--- config.mk ---
export PLATFORM = sky130hd
export DESIGN_NAME = pipe_hazard_ctrl
export DESIGN_NICKNAME = d
export VERILOG_FILES = /design/src/rtl/pipe_ctrl_pkg.sv /design/src/rtl/pipe_hazard_ctrl_load_use_detect.sv /design/src/rtl/pipe_hazard_ctrl.sv
export SDC_FILE = /design/constraint.sdc
export NUM_CORES = 1
export LEC_CHECK = 0
export ABC_AREA = 1
export CORE_AREA = 2 2 99 101
export CTS_BUF_LIST = sky130_fd_sc_hd__clkbuf_2 sky130_fd_sc_hd__clkbuf_4 sky130_fd_sc_hd__clkbuf_8
export DETAILED_ROUTE_END_ITERATION = 8
export DIE_AREA = 0 0 101 103
export PLACE_DENSITY = 0.67
export SLEW_MARGIN = 20
export SYNTH_ARGS = -nofsm -noshare
export SYNTH_HDL_FRONTEND = slang
export SYNTH_HIERARCHICAL = 1
export SYNTH_SLANG_ARGS = --single-unit
export TNS_END_PERCENT = 30
--- constraint.sdc ---
create_clock -name clk -period 1.78 [get_ports clk]
set_input_delay 0.356 -clock clk [delete_from_list [all_inputs] [get_ports clk]]
set_output_delay 0.356 -clock clk [all_outputs]
set_load 0.02 [all_outputs]
--- src/rtl/pipe_ctrl_pkg.sv ---
// Shared types and constants for the pipeline hazard controller.
package pipe_ctrl_pkg;

  typedef enum logic [1:0] {
    RUN      = 2'd0,
    MEM_WAIT = 2'd1,
    FAULT    = 2'd2
  } hz_state_t;

  localparam logic [4:0] REG_X0 = 5'd0;

  // True when a source operand is actually read and names the given destination.
  function automatic logic src_hits_dst(input logic       uses,
                                        input logic [4:0] src,
                                        input logic [4:0] dst);
    return uses & (src == dst);
  endfunction

endpackage

--- src/rtl/pipe_hazard_ctrl_load_use_detect.sv ---
// Combinational load-use hazard compare between the EX load and the ID operands.
module load_use_detect
  import pipe_ctrl_pkg::*;
(
  input  logic       mem_read_ex_i,
  input  logic [4:0] wr_addr_ex_i,
  input  logic [4:0] rs1_id_i,
  input  logic [4:0] rs2_id_i,
  input  logic       uses_rs1_id_i,
  input  logic       uses_rs2_id_i,
  output logic       load_use_o
);

  // A load writing x0 never creates a dependency, so it is excluded.
  assign load_use_o = mem_read_ex_i
                    & (wr_addr_ex_i != REG_X0)
                    & (src_hits_dst(uses_rs1_id_i, rs1_id_i, wr_addr_ex_i)
                     | src_hits_dst(uses_rs2_id_i, rs2_id_i, wr_addr_ex_i));

endmodule

--- src/rtl/pipe_hazard_ctrl.sv ---
// Central stall/flush controller: per-stage enables and flushes, data-memory
// wait watchdog, stall-cycle and redirect counters.
module pipe_hazard_ctrl
  import pipe_ctrl_pkg::*;
#(
  parameter int unsigned MAX_WAIT    = 16,
  parameter int unsigned STALL_CNT_W = 32
) (
  input  logic                   clk,
  input  logic                   reset,
  input  logic                   MemReadEX,
  input  logic [4:0]             WriteRegAddrEX,
  input  logic [4:0]             Rs1ID,
  input  logic [4:0]             Rs2ID,
  input  logic                   UsesRs1ID,
  input  logic                   UsesRs2ID,
  input  logic                   RedirectMEM,
  input  logic                   MemReqMEM,
  input  logic                   DmemReady,
  output logic                   EnPC,
  output logic                   EnIFID,
  output logic                   EnIDEX,
  output logic                   EnEXMEM,
  output logic                   EnMEMWB,
  output logic                   FlushIFID,
  output logic                   FlushIDEX,
  output logic                   FlushEXMEM,
  output logic                   MemFault,
  output logic [STALL_CNT_W-1:0] StallCycles,
  output logic [15:0]            FlushCount
);

  localparam int unsigned             WAIT_W     = $clog2(MAX_WAIT + 1);
  localparam logic [WAIT_W-1:0]       WAIT_LIMIT = WAIT_W'(MAX_WAIT);
  localparam logic [STALL_CNT_W-1:0]  STALL_MAX  = {STALL_CNT_W{1'b1}};
  localparam logic [15:0]             FLUSH_MAX  = 16'hFFFF;

  hz_state_t               state_q, state_d;
  logic [WAIT_W-1:0]       wait_cnt_q, wait_cnt_d, wait_inc_s;
  logic [STALL_CNT_W-1:0]  stall_cnt_q;
  logic [15:0]             flush_cnt_q;
  logic                    mem_fault_q;
  logic                    load_use_s;
  logic                    mem_wait_s;
  logic                    redirect_ok_s;
  logic                    count_stall_s;
  // {PC, IFID, IDEX, EXMEM, MEMWB} and {IFID, IDEX, EXMEM}
  logic [4:0]              en_s;
  logic [2:0]              fl_s;

  load_use_detect u_load_use (
    .mem_read_ex_i (MemReadEX),
    .wr_addr_ex_i  (WriteRegAddrEX),
    .rs1_id_i      (Rs1ID),
    .rs2_id_i      (Rs2ID),
    .uses_rs1_id_i (UsesRs1ID),
    .uses_rs2_id_i (UsesRs2ID),
    .load_use_o    (load_use_s)
  );

  assign mem_wait_s    = MemReqMEM & ~DmemReady;
  assign wait_inc_s    = wait_cnt_q + WAIT_W'(1);
  // A redirect is only taken when the pipeline is live and not held by memory.
  assign redirect_ok_s = (state_q != FAULT) & ~mem_wait_s & RedirectMEM;
  assign count_stall_s = ~en_s[4] & (state_q != FAULT);

  // Steering: fault > memory wait > redirect > load-use > free run.
  always_comb begin
    en_s = 5'b11111;
    fl_s = 3'b000;
    if (!reset) begin
      en_s = 5'b00000;
      fl_s = 3'b000;
    end else begin
      case (state_q)
        RUN, MEM_WAIT: begin
          if (mem_wait_s) begin
            en_s = 5'b00000;
            fl_s = 3'b000;
          end else if (RedirectMEM) begin
            en_s = 5'b11111;
            fl_s = 3'b111;
          end else if (load_use_s) begin
            en_s = 5'b00111;
            fl_s = 3'b010;
          end else begin
            en_s = 5'b11111;
            fl_s = 3'b000;
          end
        end
        FAULT: begin
          en_s = 5'b00000;
          fl_s = 3'b000;
        end
        default: begin
          en_s = 5'b00000;
          fl_s = 3'b000;
        end
      endcase
    end
  end

  // Next state and watchdog count; an illegal encoding is treated as a fault.
  always_comb begin
    state_d    = state_q;
    wait_cnt_d = wait_cnt_q;
    case (state_q)
      RUN, MEM_WAIT: begin
        if (mem_wait_s) begin
          wait_cnt_d = wait_inc_s;
          state_d    = (wait_inc_s == WAIT_LIMIT) ? FAULT : MEM_WAIT;
        end else begin
          wait_cnt_d = '0;
          state_d    = RUN;
        end
      end
      FAULT: begin
        state_d    = FAULT;
        wait_cnt_d = wait_cnt_q;
      end
      default: begin
        state_d    = FAULT;
        wait_cnt_d = '0;
      end
    endcase
  end

  // FSM, watchdog register and sticky fault flag.
  always_ff @(posedge clk or negedge reset) begin
    if (!reset) begin
      state_q     <= RUN;
      wait_cnt_q  <= '0;
      mem_fault_q <= 1'b0;
    end else begin
      state_q     <= state_d;
      wait_cnt_q  <= wait_cnt_d;
      mem_fault_q <= (state_d == FAULT);
    end
  end

  // Saturating performance counters.
  always_ff @(posedge clk or negedge reset) begin
    if (!reset) begin
      stall_cnt_q <= '0;
      flush_cnt_q <= 16'd0;
    end else begin
      if (count_stall_s && (stall_cnt_q != STALL_MAX)) begin
        stall_cnt_q <= stall_cnt_q + STALL_CNT_W'(1);
      end else begin
        stall_cnt_q <= stall_cnt_q;
      end
      if (redirect_ok_s && (flush_cnt_q != FLUSH_MAX)) begin
        flush_cnt_q <= flush_cnt_q + 16'd1;
      end else begin
        flush_cnt_q <= flush_cnt_q;
      end
    end
  end

  assign {EnPC, EnIFID, EnIDEX, EnEXMEM, EnMEMWB} = en_s;
  assign {FlushIFID, FlushIDEX, FlushEXMEM}       = fl_s;
  assign MemFault    = mem_fault_q;
  assign StallCycles = stall_cnt_q;
  assign FlushCount  = flush_cnt_q;

endmodule

==> results.yml, run 1 <==
worst_setup_path:
  critPathMaxFanout: 3
  endpoint_kind: "output port"
  r2r_cells: 10
  critical_path_required_ps: 1420
  critical-path-top-delay-family: "buffers and inverters"
  slowest_delay_ps: 630
  crit_cells: 1
  crit_path_cell_trace: "clkdlybuf4s50_1"
  critPathBufInv: 1
  critical_path_class: "reg -> out"
  startpoint_type: "register"
  crit_arrival_ps: 1370
  critPathSlowestCell: "clkdlybuf4s50_1"
job:
  drv_cap: 0
global_routing:
  grt.total_usage_pct: 19.7
  grt-ovfl-total: 0
  grt_pass1_vias: 3753
  grt_max_degree: 57
  antenna_found_initial: 0
  grt_pass1_wl_mm: 16.5
logic_synthesis:
  synth_edf_count: 0
  ys_seq_elements: 56
  synth.net_count: 613
  ys_seq_area_share_pct: 36.3
  syn_inst: 587
  avgSynthCellArea_um2: 6.57
  yosysWarnings: 6
  synth.distinct_cells: 29
  netlist_area_um2: 3860
  synth-main-ff-cell: "dfrtp_1"
  synth-async-reset-ratio_pct: 100
floorplanning:
  start_util_pct: 40.8
  die_w_um: 101
  io_pins: 80
  rows: 36
  die_area_um2: 10400
  coreArea_um2: 9460
  die_h_um: 103
pwr:
  p_per_area_nw_per_um2: 445
  p_int_w: 0.00176
  pwr-share-seq_pct: 56.3
  p_leak_nw: 2.87
  p_sw_w: 0.000517
  comb_power_share_pct: 6.6
  vdd_drop_max_mv: 0.335
  swShare_pct: 22.7
  p_clk_share_pct: 37.1
route:
  drt-initial-drc-count: 150
  num_vias: 3954
  via_per_inst: 4.94
  wl_met1_mm: 4.27
  first_pass_iters: 4
  top_layer: "met4"
  wirelength_mm: 9.90
  wl_per_cell_um: 12.4
  antenna_left: 0
  drc: 0
  met3RoutedLength_um: 478
  wl_met2_mm: 4.87
sta:
  setup_viol: 0
  layout_min_cycle_time_ps: 1730
  worst_slew_pin_slew_ps: 708
  tns_ps: 0
  report.final.slew_viol_count: 0
  period_share_pct: 96.9
  max_slew_margin_pct: 52.8
  finClkSkew_ps: 17.0
  holdWs_ps: 214
  finalHoldViolCount: 0
  timing.fmax_mhz: 580
layout:
  final_util_pct: 54.1
  fillers: 954
  layout_commonest_cell: "nand2_1"
  area_growth_pct: 32.7
  nets: 712
  drive_gt1_share_pct: 18.2
  layout_common_cells: "nand2_1, nor2_1, dfrtp_1, inv_1, nand2_2"
  diodes: 0
  final_area_um2: 5120
placement:
  portBuffers: 79
  dpl_cell_area_um2: 4830
  gp_congestion: 0.956
  hpwl_mm: 7.47
hold_path:
  hold_class: "in -> async"
run_status:
  status: "finished, final reports clean"
clocking:
  htreeDepth: 2
  cts_inserted_buffers: 5
  clk_latency_ps: 320
  root_buffer: "clkbuf_8"
  cts.reportedPaths.clkPinSlew_ps: 110
  cts.sinks: 56
  cts_tree: "yes"
  cts_buffer_depth: 2
sequential cells by signal, indices dropped and copies added, names as in the netlist:
name / flops
FlushCount: 16
MemFault: 1
wait_cnt_q: 5
StallCycles: 32
state_q: 2
layer usage:
metal / vias to the layer above / global-route usage [%]
li1: 1983 / -
met1: 1838 / 24.1
met2: 110 / 35.0
met3: 23 / 3.19
met4: 0 / 7.69
met5: - / 0
final timing paths:
| path | startpoint | to | slack (ps) |
|---|---|---|---|
| hold reg to reg | wait_cnt_q[4]$_DFFE_PN0N_ | wait_cnt_q[4]$_DFFE_PN0N_ | 490 |
| min in group clk | wait_cnt_q[4]$_DFFE_PN0N_ | wait_cnt_q[4]$_DFFE_PN0N_ | 490 |
| hold / removal | reset | StallCycles[11]$_DFFE_PN0P_ | 210 |
| setup reg to reg | StallCycles[0]$_DFFE_PN0P_ | StallCycles[14]$_DFFE_PN0P_ | 120 |
| max in group asynchronous | reset | StallCycles[24]$_DFFE_PN0P_ | 1030 |
| setup / recovery | StallCycles[19]$_DFFE_PN0P_ | StallCycles[19] | 50 |
synthesized netlist by cell type, drive strengths merged, types with 2 or more instances:
cell    count  area (um2)
a21oi       2        10.0
buf        11         114
dfrtp      56        1400
ha          3        37.5
inv        58         223
nand2     290        1160
nand3      30         150
nand3b      3        22.5
nand4       6        37.5
nor2       80         342
nor3        4        25.0
o21ai      15        86.3
xnor2      10        87.6
xor2       16         140
final cells by class:
type | count | area, um2 | area share (%)
clock buffer | 5 | 68.8 | 1.35
tap | 114 | 143 | 2.79
multi-input combinational | 462 | 2220 | 43.4
clock inverter | 3 | 42.5 | 0.831
inverter | 58 | 236 | 4.62
timing repair buffer | 103 | 998 | 19.5
sequential | 56 | 1410 | 27.5
power by group through the flow:
stage / combinational, W / sequential, W / clock [W]
detailed placement: 0.000150 / 0.00131 / 0
finish: 0.000151 / 0.00128 / 0.000844
floorplan: 0.0000437 / 0.00131 / 0
CTS: 0.000139 / 0.00128 / 0.000875
global route: 0.000171 / 0.00128 / 0.000926
global placement: 0.000146 / 0.00131 / 0
metrics by stage:
stage | setup WS (ps) | cells | power [W]
2_1_floorplan | 9.56 | 587 | 0.00135
5_1_grt | -11.1 | 801 | 0.00238
3_5_place_dp | -834 | 790 | 0.00146
3_3_place_gp | -803 | 790 | 0.00145
6_report | 54.9 | 801 | 0.00228
4_1_cts | -32.2 | 798 | 0.00230
what timing repair did:
| action | CTS | global route |
|---|---|---|
| pin swaps | 17 | 23 |
| buffers inserted | 0 | 1 |
| gates cloned | 0 | 2 |
| endpoints found under the setup margin | 64 | 69 |
| hold buffers | 0 | 0 |
| gates resized for setup | 107 | 96 |
cell families after synthesis:
family / count (synthesis) / synth area share (%)
AND/OR/NAND/NOR: 413 / 45.0
XOR/XNOR: 26 / 5.91
AO/OA/AOI/OAI: 20 / 3.08
flip-flops: 56 / 36.3
adder cells (fa/ha/maj): 3 / 0.973
buffers and inverters: 69 / 8.73
No activity file was read; power rests on OpenSTA's default activity.
==> inputs of run 2 (changes only) <==
--- a/config.mk
+++ b/config.mk
@@ -6,11 +6,12 @@
 export NUM_CORES = 1
 export LEC_CHECK = 0
 export ABC_AREA = 1
-export CORE_AREA = 2 2 99 101
+export CORE_AREA = 4 4 101 103
 export CTS_BUF_LIST = sky130_fd_sc_hd__clkbuf_2 sky130_fd_sc_hd__clkbuf_4 sky130_fd_sc_hd__clkbuf_8
 export DETAILED_ROUTE_END_ITERATION = 8
-export DIE_AREA = 0 0 101 103
+export DIE_AREA = 0 0 105 107
 export PLACE_DENSITY = 0.67
+export SKIP_CTS_REPAIR_TIMING = 1
 export SLEW_MARGIN = 20
 export SYNTH_ARGS = -nofsm -noshare
 export SYNTH_HDL_FRONTEND = slang
==> run 2 against run 1 <==
Effect of this change:
- combinational power shrank 3%
- global-route usage shrank 2.2 points
- register-to-register slack barely moved
- sequential power barely moved
- design area is 1.1% higher
- sequential share of layout area fell by 0.22 points
- cell count shrank 0.25%
- flip-flop and latch count unchanged
- power down 6.8%
- clock skew fell by 6.4 ps
- critical path depth is the same
- via count fell by 1.6%
- critical endpoint is now StallCycles[12]
- highest routed layer unchanged
==> results.yml, run 2 (synthesized netlist as in run 1, its figures left out) <==
run_status:
  status: "finished, final reports clean"
global_routing:
  grt-ovfl-total: 0
  grt_max_degree: 57
  grt.total_usage_pct: 17.6
  grt_pass1_wl_mm: 16.4
  grt_pass1_vias: 3662
  antenna_found_initial: 0
worst_setup_path:
  critical-path-top-delay-family: "buffers and inverters"
  critPathMaxFanout: 5
  critical_path_required_ps: 1420
  startpoint_type: "register"
  crit_path_cell_trace: "clkdlybuf4s50_1"
  crit_arrival_ps: 1400
  crit_cells: 1
  critical_path_class: "reg -> out"
  r2r_cells: 10
  r2r_slack_ps: 110
  endpoint_kind: "output port"
  slowest_delay_ps: 640
  critPathBufInv: 1
  critPathSlowestCell: "clkdlybuf4s50_1"
sta:
  grt_setup_unrepaired: "yes"
  layout_min_cycle_time_ps: 1750
  timing.fmax_mhz: 571
  worst_slew_pin_slew_ps: 724
  tns_ps: 0
  max_slew_margin_pct: 51.7
  finClkSkew_ps: 10.6
  setup_viol: 0
  finalHoldViolCount: 0
  report.final.slew_viol_count: 0
  period_share_pct: 98.4
route:
  drc: 0
  antenna_left: 0
  drt-initial-drc-count: 132
  via_per_inst: 4.87
  num_vias: 3892
  first_pass_iters: 5
  wirelength_mm: 10.3
  wl_per_cell_um: 12.9
floorplanning:
  die_h_um: 107
  io_pins: 80
  die_w_um: 105
  rows: 35
  start_util_pct: 41.9
  coreArea_um2: 9200
  die_area_um2: 11200
placement:
  gp_congestion: 0.865
  hpwl_mm: 7.55
  dpl.cell_count: 787
  portBuffers: 79
layout:
  layout.cells.non_filler: 799
  largest_reg_flops: 32
  area_growth_pct: 34.1
  layout_common_cells: "nand2_1, nor2_1, inv_1"
  drive_gt1_share_pct: 17.7
  diodes: 0
  nets: 714
  layout_commonest_cell: "nand2_1"
pwr:
  p_per_area_nw_per_um2: 411
  p_leak_nw: 3.10
  vdd_drop_max_mv: 0.277
clocking:
  root_buffer: "clkbuf_8"
  cts_tree: "yes"
  clk_latency_ps: 310
  cts.reportedPaths.clkPinSlew_ps: 100
  cts.sinks: 56
  cts_buffer_depth: 2
  htreeDepth: 2
  cts_inserted_buffers: 5
hold_path:
  hold_class: "in -> async"
job:
  drv_cap: 0
==> run 2: cell types whose count changed in the layout (fill, tap and decap cells not counted), moves of 5 or more <==
| cell | delta |
|---|---|
| nand2_1 | +5 |
| dlygate4sd2_1 | -26 |
| dlymetal6s2s_1 | +22 |
| buf_6 | -7 |
| clkdlybuf4s50_1 | +8 |
| nand2_2 | -5 |
==> run 2: path summary, 6_finish.rpt <==
kind	start	end
max	StallCycles[12]$_DFFE_PN0P_	StallCycles[12]
min	reset	StallCycles[1]$_DFFE_PN0P_
max reg2reg	StallCycles[0]$_DFFE_PN0P_	StallCycles[15]$_DFFE_PN0P_
min reg2reg	wait_cnt_q[4]$_DFFE_PN0N_	wait_cnt_q[4]$_DFFE_PN0N_
max in group asynchronous	reset	StallCycles[8]$_DFFE_PN0P_
min in group clk	wait_cnt_q[4]$_DFFE_PN0N_	wait_cnt_q[4]$_DFFE_PN0N_
==> run 2: through the flow <==
step                area, um2  util (%)  hold slack [ps]  worst slack, ps  total power, W
floorplan                3860         -             60.4             9.56         0.00135
global placement         4840      52.6              464             -833         0.00145
detailed placement       4840      52.6              468             -852         0.00145
CTS                      4920      53.5              289             -875         0.00216
global route             5170      56.2              316            -16.9         0.00223
finish                   5170      56.2              229             28.6         0.00212
==> run 2: per-layer routing <==
layer  routed length, um  track usage (%)  vias to the layer above
met5                   0                0                        -
met1                4560             22.2                     1799
met3                 422             2.83                       18
li1                    -                -                     1987
met2                5100             30.7                       88
met4                 211             5.62                        0
==> run 2: cell type report <==
| class | count | area (um2) |
|---|---|---|
| tap | 111 | 139 |
| fill | 910 | 4030 |
| inverter | 58 | 236 |
| sequential | 56 | 1410 |
| clock buffer | 6 | 76.3 |
| timing repair buffer | 105 | 1100 |
| clock inverter | 1 | 5.00 |
| multi-input combinational | 462 | 2200 |
==> run 2: report_power, final <==
| group | leakage (nW) | switching (W) | internal (W) |
|---|---|---|---|
| registers | 0.739 | 0.00000396 | 0.00128 |
| logic | 2.32 | 0.0000841 | 0.0000624 |
| clock network | 0.0445 | 0.000411 | 0.000285 |
| total | 3.10 | 0.000499 | 0.00162 |
==> inputs of run 3 (changes only) <==
--- a/config.mk
+++ b/config.mk
@@ -5,12 +5,11 @@
 export SDC_FILE = /design/constraint.sdc
 export NUM_CORES = 1
 export LEC_CHECK = 0
-export ABC_AREA = 1
-export CORE_AREA = 4 4 101 103
+export CORE_AREA = 4 4 90 92
 export CTS_BUF_LIST = sky130_fd_sc_hd__clkbuf_2 sky130_fd_sc_hd__clkbuf_4 sky130_fd_sc_hd__clkbuf_8
 export DETAILED_ROUTE_END_ITERATION = 8
-export DIE_AREA = 0 0 105 107
-export PLACE_DENSITY = 0.67
+export DIE_AREA = 0 0 94 96
+export PLACE_DENSITY = 0.69
 export SKIP_CTS_REPAIR_TIMING = 1
 export SLEW_MARGIN = 20
 export SYNTH_ARGS = -nofsm -noshare
==> run 3 against run 2 <==
Effect of this change:
- the run now ends with setup timing left
- die area down 20%
- hold slack better by 140 ps
- utilization up 11 points
- power up 68%
- first-iteration DRC count down 64%
- global-route usage down 0.51 points
- clock power up 6.0%
- synthesized area down 23%
- setup slack worse by 500 ps
- critical path type is now in -> reg
- highest routed layer unchanged
==> results.yml, run 3 <==
worst_setup_path:
  rr_startpoint: "StallCycles[24]$_DFFE_PN0P_"
  critical_path_required_ps: 2030
  crit_arrival_ps: 2500
  endpoint_kind: "register"
  critPathSlowestCell: "clkdlybuf4s50_1"
  crit_path_cell_trace: "clkdlybuf4s50_1, xnor2_2, nand3_1, a21oi_2, nand2b_1, a41o_4, buf_12, a211oi_4, buf_6, and3_1, xor2_1"
  crit_start: "Rs1ID[2]"
  critical_path_class: "in -> reg"
  slowest_delay_ps: 500
  startpoint_type: "input pin"
  critPathMaxFanout: 7
global_routing:
  antenna_found_initial: 0
  grt_pass1_wl_mm: 12.4
  grt_pass1_vias: 2618
  grt.total_usage_pct: 17.1
  grt_max_degree: 54
  grt-ovfl-total: 0
placement:
  pre_cts_slack_ps: -1110
  hpwl_mm: 5.65
  dpl.cell_count: 502
  gp_congestion: 0.821
  portBuffers: 79
logic_synthesis:
  synth_edf_count: 0
  yosysTopAreaCellShare_pct: 47.0
  avgSynthCellArea_um2: 10.9
  synth.distinct_cells: 44
  ys_seq_elements: 56
  syn_inst: 273
  synth-async-reset-ratio_pct: 100
  synth_common_cells: "dfrtp_1, xnor2_1, nand3_1"
  yosysTopAreaCell: "dfrtp_1"
  yosysWarnings: 6
  synth.net_count: 299
  yosysMostFrequentCell: "dfrtp_1"
  netlist_area_um2: 2980
  ys_top_cells_by_area: "dfrtp_1, xnor2_1, xor2_1"
  synth-main-ff-cell: "dfrtp_1"
  ys_seq_area_share_pct: 47.0
hold_path:
  hold_class: "in -> async"
layout:
  layout.cells.non_filler: 520
  multi_input_area_um2: 1750
  seqCellArea_um2: 1400
  area_growth_pct: 62.3
  final_util_pct: 67.1
  layout_common_cells: "buf_4, dfrtp_1, dlymetal6s2s_1"
  diodes: 0
  drive_gt1_share_pct: 33.0
  nets: 446
  layout_commonest_cell: "buf_4"
  fillers: 564
  largest_reg_flops: 32
sta:
  timing.fmax_mhz: 444
  period_share_pct: 126
  finClkSkew_ps: 10.8
  finalHoldViolCount: 0
  worst_slew_pin_slew_ps: 680
  report.final.slew_viol_count: 0
  max_slew_margin_pct: 54.7
  setup_viol: 42
  layout_min_cycle_time_ps: 2250
  tns_ps: -13320
  grt_setup_unrepaired: "yes"
  fin_ws_ps: -470
run_status:
  status: "complete, but fails checks"
  violations: "setup timing"
pwr:
  power.total_w: 0.00357
  vdd_drop_max_mv: 0.671
  p_per_area_nw_per_um2: 739
  p_leak_nw: 2.79
route:
  first_pass_iters: 4
  via_per_inst: 5.15
  met3RoutedLength_um: 543
  drt-initial-drc-count: 48
  antenna_left: 0
  drc: 0
  top_layer: "met4"
  wl_met1_mm: 3.35
  num_vias: 2677
  wl_per_cell_um: 15.9
  wl_met2_mm: 4.20
  wirelength_mm: 8.24
floorplanning:
  coreArea_um2: 7210
  die_w_um: 94
  io_pins: 80
  rows: 31
  start_util_pct: 41.3
  die_h_um: 96
  die_area_um2: 9020
job:
  drv_cap: 0
clocking:
  cts_inserted_buffers: 5
  clk_latency_ps: 310
  cts.reportedPaths.clkPinSlew_ps: 110
  cts.sinks: 56
  cts_buffer_depth: 2
  root_buffer: "clkbuf_8"
  cts_tree: "yes"
  htreeDepth: 2
[run 3: cell types whose count changed after synthesis, sizes merged, moves of 7 or more]
cell   before  now
nand2     290   21
nor2       80   14
inv        58    8
xnor2      10   35
and3        0   12
o21ai      15    6
nand4       6   14
and4        0    7
nor4        0    7
[run 3: final timing paths]
check | to | slack (ps) | cells past startpoint
max | StallCycles[18]$_DFFE_PN0P_ | -470 | 11
min | StallCycles[6]$_DFFE_PN0P_ | 370 | 3
max reg2reg | StallCycles[31]$_DFFE_PN0P_ | -100 | 5
min reg2reg | StallCycles[5]$_DFFE_PN0P_ | 520 | 1
max in group asynchronous | FlushCount[2]$_DFFE_PN0P_ | 960 | 3
min in group clk | StallCycles[5]$_DFFE_PN0P_ | 520 | 1
[run 3: metal layers]
| metal | GRT usage [%] | up-vias |
|---|---|---|
| li1 | - | 1254 |
| met1 | 22.9 | 1323 |
| met2 | 28.2 | 88 |
| met3 | 3.99 | 12 |
| met4 | 3.73 | 0 |
| met5 | 0 | - |
[run 3: stage by stage]
| stage | hold WS (ps) | instance area, um2 |
|---|---|---|
| after floorplan | 60.4 | 3000 |
| after global placement | 299 | 4290 |
| after detailed placement | 308 | 4290 |
| after CTS | -27.8 | 4390 |
| after global routing | 441 | 4840 |
| final | 371 | 4840 |
[run 3: layout make-up]
| type | count | area share, % |
|---|---|---|
| tap | 99 | 2.56 |
| multi-input combinational | 203 | 36.1 |
| clock buffer | 6 | 1.58 |
| timing repair buffer | 146 | 29.9 |
| clock inverter | 2 | 0.336 |
| sequential | 56 | 29.0 |
| inverter | 8 | 0.621 |
[run 3: cell families after synthesis]
kind of cell / synth area share [%]
AOI/OAI and AO/OA: 6.72
xor gates and xnor gates: 15.9
adders and majority gates: 1.26
buffers and inverters: 3.06
DFF: 47.0
muxes: 1.13
and+or+nand+nor: 24.9
[run 3: where the power goes]
part | internal (W) | switching [W] | total [W]
Combinational | 0.000655 | 0.000637 | 0.00129
Sequential | 0.00142 | 0.000120 | 0.00154
Clock | 0.000297 | 0.000441 | 0.000738
Total | 0.00238 | 0.00120 | 0.00357
[run 3: worst max-delay path: cells and delay by family]
family	cells	cell delay [ps]
simple gates	3	390
buf+inv	3	830
xor+xnor	2	260
compound gates	3	640
